File: config.mk
export PLATFORM = sky130hd
export DESIGN_NAME = vec_tap_accumulator
export DESIGN_NICKNAME = d
export VERILOG_FILES = /design/src/rtl/vec_tap_accumulator.sv
export SDC_FILE = /design/constraint.sdc
export NUM_CORES = 1
export LEC_CHECK = 0
export ABC_AREA = 1
export BUFFER_PORTS_ARGS = -buffer_cell sky130_fd_sc_hd__buf_2
export CORE_MARGIN = 1.5
export CORE_UTILIZATION = 35
export DETAILED_ROUTE_END_ITERATION = 8
export HOLD_SLACK_MARGIN = 0.08
export SYNTH_ARGS = -nofsm -noshare
export SYNTH_HDL_FRONTEND = slang
export SYNTH_SLANG_ARGS = --single-unit
File: constraint.sdc
create_clock -name clk -period 2.15 [get_ports clk]
set_input_delay 0.3225 -clock clk [delete_from_list [all_inputs] [get_ports clk]]
set_output_delay 0.3225 -clock clk [all_outputs]
set_load 0.05 [all_outputs]
File: src/rtl/vec_tap_accumulator.sv
// Lane-wise accumulator for the SIMD FIR datapath: sums a programmed number of
// 256-bit adder beats per lane (mod 2^16) and hands one result to writeback.
//
// state | meaning
// IDLE  | waiting for start; in_ready low
// ACCUM | accepting beats, one per cycle, until taps_q have been summed
// HOLD  | result presented on out_data until out_ready
module vec_tap_accumulator #(
    parameter int LANES  = 16,
    parameter int LANE_W = 16,
    parameter int TAP_W  = 5
) (
    input  logic                    clk,
    input  logic                    rst_n,
    input  logic                    start,
    input  logic [TAP_W-1:0]        num_taps,
    input  logic                    clear,
    input  logic                    in_valid,
    output logic                    in_ready,
    input  logic [LANES*LANE_W-1:0] in_data,
    output logic                    out_valid,
    input  logic                    out_ready,
    output logic [LANES*LANE_W-1:0] out_data,
    output logic                    busy
);

    localparam int DATA_W = LANES * LANE_W;

    typedef enum logic [1:0] {IDLE, ACCUM, HOLD} state_t;

    state_t             state;
    state_t             state_nxt;
    logic [DATA_W-1:0]  acc;
    logic [DATA_W-1:0]  sum;
    logic [TAP_W-1:0]   count;
    logic [TAP_W-1:0]   taps_q;
    logic               beat;
    logic               last_beat;

    assign in_ready  = (state == ACCUM);
    assign out_valid = (state == HOLD);
    assign busy      = (state != IDLE);
    assign beat      = in_valid && in_ready;
    assign last_beat = beat && (count == taps_q - 1'b1);

    // Each lane adds independently; carries out of a lane are dropped.
    always_comb begin
        sum = '0;
        for (int i = 0; i < LANES; i++) begin
            sum[i*LANE_W +: LANE_W] = acc[i*LANE_W +: LANE_W] + in_data[i*LANE_W +: LANE_W];
        end
    end

    always_ff @(posedge clk or negedge rst_n) begin
        if (!rst_n) begin
            state <= IDLE;
        end else begin
            state <= state_nxt;
        end
    end

    always_comb begin
        state_nxt = state;
        if (clear) begin
            state_nxt = IDLE;
        end else begin
            unique case (state)
                IDLE: begin
                    if (start) begin
                        state_nxt = (num_taps == '0) ? HOLD : ACCUM;
                    end
                end
                ACCUM: begin
                    if (last_beat) begin
                        state_nxt = HOLD;
                    end
                end
                HOLD: begin
                    if (out_ready) begin
                        state_nxt = IDLE;
                    end
                end
                default: state_nxt = IDLE;
            endcase
        end
    end

    always_ff @(posedge clk or negedge rst_n) begin
        if (!rst_n) begin
            acc      <= '0;
            count    <= '0;
            taps_q   <= '0;
            out_data <= '0;
        end else if (clear) begin
            acc      <= '0;
            count    <= '0;
            out_data <= '0;
        end else begin
            unique case (state)
                IDLE: begin
                    if (start) begin
                        taps_q <= num_taps;
                        acc    <= '0;
                        count  <= '0;
                        if (num_taps == '0) begin
                            out_data <= '0;
                        end
                    end
                end
                ACCUM: begin
                    if (beat) begin
                        acc   <= sum;
                        count <= count + 1'b1;
                        if (last_beat) begin
                            out_data <= sum;
                        end
                    end
                end
                default: begin
                end
            endcase
        end
    end

endmodule
==> results_dict.tcl, run 1 <==
set metrics [dict create \
    maxSlewViolCount 0 \
    leakagePower_nw 27.13 \
    antenna_found_initial 40 \
    antenna_left 0 \
    final_area_um2 45470 \
    fin_crit_ns 2.250 \
    outcome "complete, but fails checks" \
    avgViaCountPerCell 4.748 \
    power_density_nw_per_um2 1444 \
    violations "negative setup slack" \
    fin_skew_ns 0.02632 \
    initial_core_util_pct 35.36 \
    dp_hpwl_mm 89.86 \
    rsz0062_at_grt "true" \
    clkPwrFrac_pct 18.6 \
    p_total_w 0.06567 \
    startpoint "taps_q[1]" \
    p_int_w 0.03283 \
    async_flop_share_pct 100.0 \
    grt_pass1_vias 33740 \
    cts.sinks 524 \
    wl_per_cell_um 17.28 \
    finalSetupViolCount 232 \
    crit_cells 14 \
    yosysSeqAreaShare_pct 36.34 \
    core-area_um2 102000 \
    max_cap_viol_count 0 \
    synth_seq_cells 524 \
    min_path_cells 6 \
    grt_use_total_pct 22.29 \
    top_layer "met5" \
    fin_crit_sh_pct 104.7 \
    p_comb_share_pct 57.7 \
    cp.required_ns 2.70 \
    die_w_um 324.1 \
    rrSetupSlack_ns -0.10 \
    hold_class "input pin to flip-flop" \
    cts_buffer_depth 3 \
    netlist-cell-type-count 34 \
    syn_area_um2 36080 \
    htreeDepth 3 \
    worstReg2RegStart "taps_q[1]" \
    wl_met2_mm 60.29 \
    clk_pin_slew_worst_paths_ns 0.06 \
    crit_path_max_incr_delay_ns 0.37 \
    grt_pass1_wl_mm 184.7 \
    die_y_um 324.1 \
    drtIter0Drc 2543 \
    crit_top_cell "nand2_2" \
    grt_max_degree 114 \
    crit_chain "inv_2 -> ha_4 -> xor2_1 -> nand2_1 -> nor2_1 -> nand2_2 -> nor2_4 -> nor2_2 -> nor2_4 -> buf_12 -> clkbuf_16 -> buf_8 -> nand2_2 -> nand2_2" \
    rows 117 \
    ff_latch_area_um2 13110 \
    cts_tree "yes" \
    cp_slowest_cell "dfrtp_1" \
    root_buffer "clkbuf_16" \
    io_buffers 525 \
    vias 36410 \
    fillCellCount 10610 \
    place_ws_ns -0.01366 \
    fin_util_pct 44.56 \
    yosys_warnings 0 \
    fin_setup_tns_ns -12.89 \
    dieArea_um2 105000 \
    path_delay_family "simple AND/OR/NAND/NOR gates" \
    ios 526 \
    hold_viol 0 \
    gr-total-overflow 0 \
    worstSetupPathType "flip-flop to flip-flop" \
    path_buf_inv 4 \
    syn_nets 6108 \
    met1_length_mm 60.59 \
    cp_max_fo 7 \
    critPathCaptureType "flip-flop" \
    drt-total-wl_mm 132.5 \
    synth_cells 5583 \
    drive_gt1_share_pct 15.11 \
    crit_end "out_data[86]" \
    synthToLayoutAreaGrowth_pct 26.03 \
    clk_latency_ns 0.62 \
    final_nets 6763 \
    avgSynthCellArea_um2 6.462 \
    gp_congestion 0.9140 \
    synth_flop_cell "dfrtp_1" \
    ir_drop_mv 1.159 \
    setup_ws_ns -0.1004 \
    drcViolationCount 0 \
    p_sw_share_pct 50.00 \
    cts_buffers 67 \
    tightest_slew_ns 0.5826 \
    firstDrtPassIters 7 \
    synth_edf_count 0 \
    reg2reg_to "out_data[86]" \
    slew_headroom_pct 61.16 \
    cp_data_arrival_time_ns 2.80 \
    net-switching-power_w 0.03284 \
    multi_input_area_um2 19980 \
    cp-start-kind "flip-flop" \
    seqPwrFrac_pct 23.8 \
    place_area_um2 40960 \
    max_freq_mhz 444.4 \
    met3WireLength_mm 8.092 \
    reg2reg_depth 14 \
]
-- cell usage after synthesis (2+ instances only) --
master / n / area [um2]
or2_2: 4 / 25.02
dfrtp_1: 524 / 13110
buf_2: 60 / 300.3
nand4_1: 22 / 137.6
ha_1: 242 / 3028
nor3b_1: 4 / 30.03
clkbuf_1: 33 / 123.9
nor3_1: 12 / 60.06
nor2_2: 3 / 18.77
inv_2: 7 / 26.28
nand2_2: 2 / 12.51
inv_1: 696 / 2613
and2_1: 45 / 281.5
buf_4: 46 / 345.3
o21ai_0: 154 / 770.7
nand3b_1: 25 / 187.7
nor2_1: 422 / 1584
xnor2_1: 29 / 254.0
buf_6: 2 / 22.52
a21oi_1: 242 / 1211
nand2_1: 2747 / 10310
fa_1: 16 / 320.3
o21bai_1: 15 / 112.6
xor2_1: 2 / 17.52
and3_1: 3 / 18.77
nand3_1: 218 / 1091
-- cells in the final DEF, fill, tap and decap left out, types with 82 or more instances in the layout --
master / Yosys / layout
nor2_1: 422 / 415
buf_2: 60 / 524
buf_4: 46 / 82
o21ai_0: 154 / 131
a21oi_1: 242 / 241
nand3_1: 218 / 216
nand2_1: 2747 / 2671
clkbuf_16: 0 / 106
dfrtp_1: 524 / 524
ha_1: 242 / 240
inv_1: 696 / 695
-- worst min path at each step --
| stage | from | endpoint | slack (ns) |
|---|---|---|---|
| finish | in_data[15] | acc[15] | 0.17 |
| global route | in_data[159] | acc[159] | 0.18 |
| CTS | in_data[111] | acc[111] | 0.12 |
| detailed placement | rst_n | out_data[85] | 0.24 |
| global placement | rst_n | out_data[85] | 0.24 |
| floorplan | rst_n | acc[0] | 0.03 |
-- routing by layer --
| layer | up-vias | global-route usage [%] |
|---|---|---|
| met5 | - | 0 |
| met4 | 46 | 6.407 |
| met3 | 208 | 4.433 |
| met2 | 906 | 36.38 |
| met1 | 16780 | 29.78 |
| li1 | 18470 | - |
-- power by group through the flow --
| stage | clock network [W] | registers [W] | logic (W) |
|---|---|---|---|
| final | 0.0122 | 0.0156 | 0.0379 |
| after floorplan | 0 | 0.0217 | 0.0161 |
| after global routing | 0.0128 | 0.0160 | 0.0412 |
| after CTS | 0.0125 | 0.0155 | 0.0316 |
| after detailed placement | 0 | 0.0156 | 0.0315 |
| after global placement | 0 | 0.0156 | 0.0312 |
-- flip-flops by register name, summed over array words and instances, names as in the netlist --
register / cells
acc: 256
out_data: 256
count: 5
state: 2
taps_q: 5
-- final cells by class --
class,instances,share of cell area (%)
timing repair buffer,725,12.38
clock inverter,25,0.8090
clock buffer,94,4.361
sequential,524,28.84
antenna,13,0.07154
tap,1368,3.764
multi-input combinational,4216,43.93
inverter,704,5.839
-- metrics by stage --
| stage | hold WS, ns | instances |
|---|---|---|
| after global routing | 0.1785 | 7666 |
| after global placement | 0.2434 | 7452 |
| after floorplan | 0.02691 | 5583 |
| after CTS | 0.1172 | 7578 |
| final | 0.1717 | 7669 |
| after detailed placement | 0.2446 | 7452 |
-- timing repair --
action / in CTS / in global routing
hold buffers: 7 / 0
gates cloned: 0 / 59
pin swaps: 0 / 34
endpoints found under the hold margin: 206 / 0
buffers inserted: 0 / 19
gates resized for setup: 3 / 203
setup endpoints to repair: 5 / 402
-- logic make-up (layout without fill, tap and decap cells) --
group,count (synthesis),count (layout),share of synthesized area (%)
AOI/OAI and AO/OA,414,414,5.861
other,0,13,0
xor gates and xnor gates,31,31,0.7526
muxes,1,1,0.02775
DFF,524,524,36.34
and+or+nand+nor,3510,3512,38.21
buffers and inverters,845,1548,9.520
adders and majority gates,258,258,9.280
-- worst min-delay path: stages --
cell and delay, ns:
buf_2 0.09, xnor2_1 0.07, a21oi_1 0.11, nor2_1 0.07, nand2_1 0.05, nand2_1 0.04
Power figures use the tool's default switching activity.
==> run 2, diff against run 1 <==
--- a/config.mk
+++ b/config.mk
@@ -11,6 +11,7 @@
 export CORE_UTILIZATION = 35
 export DETAILED_ROUTE_END_ITERATION = 8
 export HOLD_SLACK_MARGIN = 0.08
+export RECOVER_POWER = 50
 export SYNTH_ARGS = -nofsm -noshare
 export SYNTH_HDL_FRONTEND = slang
 export SYNTH_SLANG_ARGS = --single-unit
==> run 2 against run 1 <==
Against the previous run:
- sequential share of layout area is 0.067 points higher
- core utilization decreased by 0.10 points
- wire length hardly changed
- die area unchanged
- the flow still finishes with violations (negative setup slack)
- highest routed layer unchanged
==> results_dict.tcl, run 2 (synthesis results as in run 1) <==
set metrics [dict create \
    outcome "complete, but fails checks" \
    violations "negative setup slack" \
    setup_ws_ns -0.1036 \
    wl_per_cell_um 17.29 \
    drtIter0Drc 2538 \
    firstDrtPassIters 7 \
    power_density_nw_per_um2 1447 \
    core-area_um2 102000 \
    place_area_um2 40960 \
    cp.required_ns 2.70 \
    fillCellCount 10620 \
    critPathCaptureType "flip-flop" \
    crit_top_cell "nand2_2" \
    grt_pass1_wl_mm 184.7 \
    fin_crit_ns 2.254 \
    dp.cells 7452 \
    final_nets 6763 \
    hold_class "input pin to flip-flop" \
    gr-total-overflow 0 \
    grt_pass1_vias 33740 \
    clk_latency_ns 0.63 \
    ff_latch_area_um2 13110 \
    leakagePower_nw 27.08 \
    antenna_found_initial 40 \
    initial_core_util_pct 35.36 \
    worstSetupPathType "flip-flop to flip-flop" \
    hold_viol 0 \
    dieArea_um2 105000 \
    cp_data_arrival_time_ns 2.80 \
    crit_path_max_incr_delay_ns 0.37 \
    final_area_um2 45360 \
    die_y_um 324.1 \
    p_total_w 0.06563 \
    drt-total-wl_mm 132.6 \
    cp_slowest_cell "dfrtp_1" \
    stdcell_count 7669 \
    dp_hpwl_mm 89.86 \
    final_common_cell "nand2_1" \
    drcViolationCount 0 \
    grt_use_total_pct 22.29 \
    ios 526 \
    drive_gt1_share_pct 15.01 \
    gp_congestion 0.9140 \
    tightest_slew_ns 1.203 \
    cts.sinks 524 \
    avgViaCountPerCell 4.744 \
    fin_crit_sh_pct 104.8 \
    max_freq_mhz 443.7 \
    finalSetupViolCount 232 \
    cts_buffer_depth 3 \
    max_cap_viol_count 0 \
    synthToLayoutAreaGrowth_pct 25.74 \
    place_ws_ns -0.01366 \
    multi_input_area_um2 19980 \
    io_buffers 525 \
    antenna_left 0 \
    htreeDepth 3 \
    crit_chain "inv_2 -> ha_4 -> xor2_1 -> nand2_1 -> nor2_1 -> nand2_2 -> nor2_4 -> nor2_2 -> nor2_4 -> buf_12 -> clkbuf_16 -> buf_8 -> nand2_2 -> nand2_2" \
    rsz0062_at_grt "true" \
    cp-start-kind "flip-flop" \
    root_buffer "clkbuf_16" \
    cts_buffers 67 \
    cp_max_fo 7 \
    finalHoldWorstSlack_ns 0.1694 \
    rows 117 \
    top_regs "acc (256), out_data (256)" \
    die_w_um 324.1 \
    vias 36380 \
    fin_skew_ns 0.02639 \
    clk_pin_slew_worst_paths_ns 0.06 \
    cts_tree "yes" \
    maxSlewViolCount 0 \
    grt_max_degree 114 \
    final_cell_mix "nand2_1 (2671), inv_1 (695), dfrtp_1 (524), buf_2 (524), nor2_1 (415)" \
    slew_headroom_pct 19.77 \
    ir_drop_mv 1.164 \
]
run 2: cell types whose count changed in the layout (fill, tap and decap cells not counted):
cell / before / now
buf_12: 36 / 31
clkbuf_1: 11 / 17
clkbuf_2: 0 / 11
clkbuf_4: 0 / 2
buf_4: 82 / 66
buf_6: 14 / 16
run 2: cell type report:
class | count | share of cell area, %
clock buffer | 94 | 4.372
multi-input combinational | 4216 | 44.04
tap | 1368 | 3.773
timing repair buffer | 725 | 12.18
inverter | 704 | 5.853
antenna | 13 | 0.07171
sequential | 524 | 28.90
clock inverter | 25 | 0.8109
run 2: layer usage:
metal,global-route usage (%),vias to the layer above,wire (um)
met3,4.433,205,8114
met4,6.407,46,3216
met5,0,-,275
li1,-,18460,-
met1,29.78,16770,60710
met2,36.38,904,60260
run 2: stage by stage:
stage | TNS (ns) | utilization, %
global placement | -0.05152 | 40.15
floorplan | 0 | -
detailed placement | -0.02053 | 40.15
finish | -13.74 | 44.46
CTS | -0.01663 | 42.53
global route | -49.75 | 44.45
run 2: power breakdown:
part           internal, W  switching, W  total (W)  leakage, nW
clock              0.00751       0.00467     0.0122         1.16
sequential          0.0133       0.00236     0.0156         7.15
combinational       0.0120        0.0258     0.0378         18.8
run 2: final timing paths:
path	start	endpoint	slack, ns	depth (start not counted)
min in group asynchronous	rst_n	out_data[85]	0.47	2
min	in_data[127]	acc[127]	0.17	6
max reg2reg	taps_q[1]	out_data[86]	-0.10	14
max	taps_q[1]	out_data[86]	-0.10	14
min reg2reg	out_data[239]	out_data[239]	0.47	2
max in group asynchronous	rst_n	acc[191]	0.10	4
run 2: repair_timing:
item / 4_1_cts / 5_1_grt
pin swaps: 0 / 34
endpoints found under the hold margin: 206 / 0
gates cloned: 0 / 59
setup endpoints to repair: 5 / 402
gates resized for setup: 3 / 203
setup buffers: 0 / 19
hold buffers: 7 / 0
run 2: critical path, delay by kind of cell, from the launching register on:
family | cells | cell delay, ns
AND/OR/NAND/NOR | 8 | 0.78
buffers and inverters | 4 | 0.63
flip-flops | 1 | 0.37
adder cells (fa/ha/maj) | 1 | 0.26
XOR/XNOR | 1 | 0.14
